**config.mk**
```make
export PLATFORM = sky130hd
export DESIGN_NAME = spi_master_top
export DESIGN_NICKNAME = d
export VERILOG_FILES = /design/src/rtl/spi_master_top.sv
export SDC_FILE = /design/constraint.sdc
export NUM_CORES = 1
export LEC_CHECK = 0
export CORE_UTILIZATION = 54
export CTS_CLUSTER_DIAMETER = 40
export DETAILED_ROUTE_END_ITERATION = 16
export HOLD_SLACK_MARGIN = 0.06
export PLACE_DENSITY = 0.8
export SETUP_SLACK_MARGIN = 0.05
export SLEW_MARGIN = 20
export SYNTH_ARGS = -nofsm -noshare
export SYNTH_HDL_FRONTEND = slang
export SYNTH_SLANG_ARGS = --single-unit
```
**constraint.sdc**
```tcl
create_clock -name Clk -period 2 [get_ports Clk]
set_clock_uncertainty 0.1 [all_clocks]
set_input_delay 0.4 -clock Clk [delete_from_list [all_inputs] [get_ports Clk]]
set_output_delay 0.4 -clock Clk [all_outputs]
set_load 0.01 [all_outputs]
```
**src/rtl/spi_master_top.sv**
```systemverilog
// Register-mapped SPI master: one-byte full-duplex engine, four SPI modes, 8 active-low slave selects.
// Define SPI_MASTER_IRQ_EN to add an Irq output that pulses for one cycle when a transfer completes.
module spi_master_top (
  input  logic       Clk,
  input  logic       Rst,
  input  logic [7:0] DataWr,
  input  logic [1:0] Addr,
  input  logic       Wr,
  input  logic       MISO,
  output logic       SCK,
  output logic       MOSI,
  output logic [7:0] SS,
  output logic [7:0] DataRd
`ifdef SPI_MASTER_IRQ_EN
  ,
  output logic       Irq
`endif
);

  typedef enum logic {IDLE, RUN} state_t;

  state_t     state, state_next;
  logic [3:0] cpre;
  logic       cpha, cpol, en;
  logic [7:0] ssel, tx_sh, rx_sh, rx, rx_sh_next;
  logic [3:0] div_cnt, edge_cnt;
  logic       phase, mosi_q;
  logic       busy, start, toggle, finish, sample, shift, half_done;
  logic       wr_cfg, wr_ctrl, wr_ssel, wr_buf;

  assign wr_cfg  = Wr && (Addr == 2'd0);
  assign wr_ctrl = Wr && (Addr == 2'd1);
  assign wr_ssel = Wr && (Addr == 2'd2);
  assign wr_buf  = Wr && (Addr == 2'd3);
  assign busy    = (state == RUN);

  // phase counts SCK half-periods away from idle, so SCK always rests at CPOL
  assign SCK  = cpol ^ phase;
  assign MOSI = mosi_q;
  assign SS   = ssel;

  always_comb begin
    DataRd = 8'h00;
    case (Addr)
      2'd0: DataRd = {2'b00, cpol, cpha, cpre};
      2'd1: DataRd = {busy, 6'b000000, en};
      2'd2: DataRd = ssel;
      2'd3: DataRd = rx;
      default: DataRd = 8'h00;
    endcase
  end

  always_ff @(posedge Clk) begin
    if (Rst) state <= IDLE;
    else     state <= state_next;
  end

  // Even edge_cnt values are leading SCK edges, odd values are trailing edges
  always_comb begin
    state_next = state;
    start      = 1'b0;
    toggle     = 1'b0;
    finish     = 1'b0;
    sample     = 1'b0;
    shift      = 1'b0;
    half_done  = (div_cnt == cpre);
    case (state)
      IDLE: begin
        if (wr_buf && en) begin
          start      = 1'b1;
          state_next = RUN;
        end
      end
      RUN: begin
        if (half_done) begin
          toggle = 1'b1;
          finish = (edge_cnt == 4'd15);
          sample = cpha ? edge_cnt[0] : ~edge_cnt[0];
          shift  = cpha ? ~edge_cnt[0] : (edge_cnt[0] && !finish);
          if (finish) state_next = IDLE;
        end
      end
      default: state_next = IDLE;
    endcase
    rx_sh_next = sample ? {rx_sh[6:0], MISO} : rx_sh;
  end

  always_ff @(posedge Clk) begin
    if (Rst) begin
      cpre     <= 4'd0;
      cpha     <= 1'b0;
      cpol     <= 1'b0;
      en       <= 1'b0;
      ssel     <= 8'hFF;
      tx_sh    <= 8'h00;
      rx_sh    <= 8'h00;
      rx       <= 8'h00;
      div_cnt  <= 4'd0;
      edge_cnt <= 4'd0;
      phase    <= 1'b0;
      mosi_q   <= 1'b0;
    end else begin
      if (wr_cfg && !busy) {cpol, cpha, cpre} <= DataWr[5:0];
      if (wr_ctrl)         en <= DataWr[0];
      if (wr_ssel)         ssel <= DataWr;
      if (wr_buf && !busy) tx_sh <= DataWr;
      if (start) begin
        div_cnt  <= 4'd0;
        edge_cnt <= 4'd0;
        rx_sh    <= 8'h00;
        if (!cpha) mosi_q <= DataWr[7];
      end else if (busy) begin
        div_cnt <= half_done ? 4'd0 : div_cnt + 4'd1;
        rx_sh   <= rx_sh_next;
        if (toggle) begin
          phase    <= ~phase;
          edge_cnt <= edge_cnt + 4'd1;
        end
        // CPHA=0 already shows bit7, so its shifts expose the next lower bit
        if (shift) begin
          mosi_q <= cpha ? tx_sh[7] : tx_sh[6];
          tx_sh  <= {tx_sh[6:0], 1'b0};
        end
        if (finish) rx <= rx_sh_next;
      end
    end
  end

`ifdef SPI_MASTER_IRQ_EN
  always_ff @(posedge Clk) begin
    if (Rst) Irq <= 1'b0;
    else     Irq <= finish;
  end
`endif

endmodule

```
==> flow_metrics.tcl, run 1 <==
set metrics [dict create \
    die_h_microns 69.1 \
    path_clk_slew_ns 0.09 \
    endpoint_kind "primary output" \
    synthAdderAreaFrac 0.0103 \
    final_common_cell "nand2_1" \
    ys_async_sr_fraction 0 \
    synth-edff-count 0 \
    wl_per_cell_microns 16.2 \
    path_cells "mux4_2 > dlygate4sd2_1" \
    dp_hpwl_microns 4340 \
    clk_latency_ns 0.30 \
    drive_gt1_frac 0.160 \
    synthCells 267 \
    ir_drop_uv 365 \
    comb_power_share 0.133 \
    muxShareOfSynthArea 0.141 \
    ioPinCount 32 \
    fmax_mhz 520 \
    worst_slew_pin_slew_ns 0.481 \
    h-tree-depth 2 \
    grtUsageMet2 0.438 \
    slowest_delay_ns 0.48 \
    max-clock-path-buffers 2 \
    cts_tree "done" \
    routabilityCongestion 0.879 \
    ys_seq_area_frac 0.412 \
    p_leak_nw 1.11 \
    intPower_mw 1.49 \
    grt_usage 0.258 \
    n_antenna_cell 0 \
    synth_cell_type_count 41 \
    fp.dieArea_sq_mm 0.00478 \
    final_cell_mix "53 x nand2_1, 49 x dfxtp_1, 29 x mux2i_1" \
    synth_flop_cell "dfxtp_1" \
    swShare 0.241 \
    hold_buffers 0 \
    area_growth_pct 23.7 \
    outcome "complete, no violations" \
    maxCapViolCount 0 \
    finalNetCount 327 \
    yosys_warnings 0 \
    final_hold_viol_count 0 \
    yosys.area_share.simple 0.217 \
    drtPass1Iterations 4 \
    core_area_sq_mm 0.00435 \
    drt-initial-drc-count 205 \
    dp.cells 356 \
    crit_arrival_ns 1.42 \
    post_cts_buffers 0 \
    hold_path_class "flip-flop to flip-flop" \
    setup_violations 0 \
    vias 2150 \
    synthXorXnorAreaFrac 0.0448 \
    synth-compound-area-share 0.132 \
    place_ws_ns -0.606 \
    finalNonFillerCells 364 \
    start_util 0.559 \
    grt_pass1_vias 2090 \
    busiest_layer "met2" \
    timing.hold.ws_ns 0.370 \
    report.final.slew_viol_count 0 \
    synth_top_family_by_area "simple AND/OR/NAND/NOR gates" \
    start_kind "flip-flop" \
    powerDensity_mw_per_mm2 652 \
    slew_headroom 0.679 \
    ctsRootBufferMaster "clkbuf_8" \
    cp_max_fo 3 \
    ys_ff_latch 50 \
    rsz0062_at_grt "yes" \
    grt_use_met3 0.0380 \
    syn_area_per_cell_sq_um 9.11 \
    grt_overflow_total 0 \
    cts_buffers 5 \
    port_buffers 31 \
    layout_setup_ws_ns 0.0787 \
    post-route-period-util 0.961 \
    die_x_microns 69.1 \
    synth_nets 283 \
    use_met1 0.326 \
    power.switching_uw 473 \
    drc 0 \
    p_clk_frac 0.340 \
    p_seq_frac 0.527 \
    grt_pass1_wl_microns 9840 \
    ant_nets 0 \
    viasPerCell 5.91 \
    syn_area_sq_mm 0.00243 \
    required_ns 1.50 \
    cts_sinks 50 \
    fin_crit_ns 1.92 \
    rows 24 \
    criticalPathCategory "flip-flop to primary output" \
    critPathSlowestCell "mux4_2" \
    routed_wirelength_microns 5910 \
    antenna_found_initial 0 \
    grt_max_degree 19 \
]
==> power by group through the flow <==
stage / clock (mW) / combinational, mW / sequential, mW
floorplan: 0 / 0.131 / 1.05
global placement: 0 / 0.258 / 1.05
global route: 0.701 / 0.280 / 1.04
finish: 0.667 / 0.260 / 1.03
CTS: 0.671 / 0.256 / 1.03
detailed placement: 0 / 0.261 / 1.05
==> path summary, 6_finish.rpt <==
check,slack (ns),end,startpoint,cells past startpoint
max,0.08,DataRd[0],SS[0],2
min,0.37,rx_sh[7],rx_sh[7],2
max reg2reg,0.19,rx[3],div_cnt[0],5
min reg2reg,0.37,rx_sh[7],rx_sh[7],2
==> Yosys cell counts (2+ instances only) <==
cell,n,area share
mux2i_1,32,0.13
nor2b_1,2,0.0051
o211ai_1,2,0.0062
inv_1,4,0.0062
nor3_1,11,0.023
a31oi_1,9,0.023
nand2_1,53,0.082
and3_1,2,0.0051
dfxtp_1,50,0.41
xor2_1,4,0.014
ha_1,2,0.010
xnor2_2,4,0.027
a21oi_1,6,0.012
buf_2,6,0.012
or3_1,2,0.0051
nor2_1,9,0.014
buf_4,4,0.012
o21ai_0,10,0.021
nand3_1,10,0.021
nand4_1,3,0.0077
clkbuf_1,8,0.012
a311oi_1,14,0.050
and2_1,2,0.0051
==> flip-flops by register name, summed over array words and instances (netlist names) <==
signal,count
cpre,4
rx,8
cpol,1
phase,1
SS,8
tx_sh,8
cpha,1
div_cnt,4
en,1
edge_cnt,4
MOSI,1
rx_sh,8
busy,1
==> layer usage <==
metal	vias to the layer above	part of all wire	wire length (microns)
met3	13	0.046	269
met4	0	0.021	123
met2	73	0.48	2860
met1	1013	0.45	2650
met5	-	0	0
li1	1051	-	-
==> area by class of cell <==
class | instances | area (sq um)
timing repair buffer | 55 | 474
clock buffer | 8 | 110
multi-input combinational | 195 | 1340
tap | 52 | 65.1
inverter | 4 | 15.0
sequential | 50 | 1000
fill | 354 | 1350
==> critical path: cells and delay by family (launching register included) <==
| kind | cells | cell delay [ns] |
|---|---|---|
| buffers and inverters | 1 | 0.30 |
| flip-flops | 1 | 0.35 |
| multiplexers | 1 | 0.48 |
==> through the flow <==
step                      power, mW  instance area, sq um   util  TNS (ns)
after floorplan                1.19                  2430      -         0
after global placement         1.31                  2900  0.666     -8.86
after detailed placement       1.32                  2900  0.666    -10.53
after CTS                      1.96                  3000  0.688         0
after global routing           2.02                  3010  0.691         0
final                          1.96                  3010  0.691         0
==> kinds of logic after synthesis <==
logic type | Yosys count
and+or+nand+nor | 104
DFF | 50
AOI/OAI and AO/OA | 47
muxes | 33
buffers and inverters | 22
xor gates and xnor gates | 9
adders and majority gates | 2
==> timing repair <==
item / 4_1_cts / 5_1_grt
setup endpoints to repair: 21 / 8
endpoints found under the hold margin: 0 / 0
resized for setup: 18 / 9
No activity file was read; power rests on OpenSTA's default activity.
==> run 2: changes to the inputs <==
CAP_MARGIN = 10   (was not set)
==> results of run 2 <==
Same layout as run 1: the final DEF is identical, and so are final timing and power.
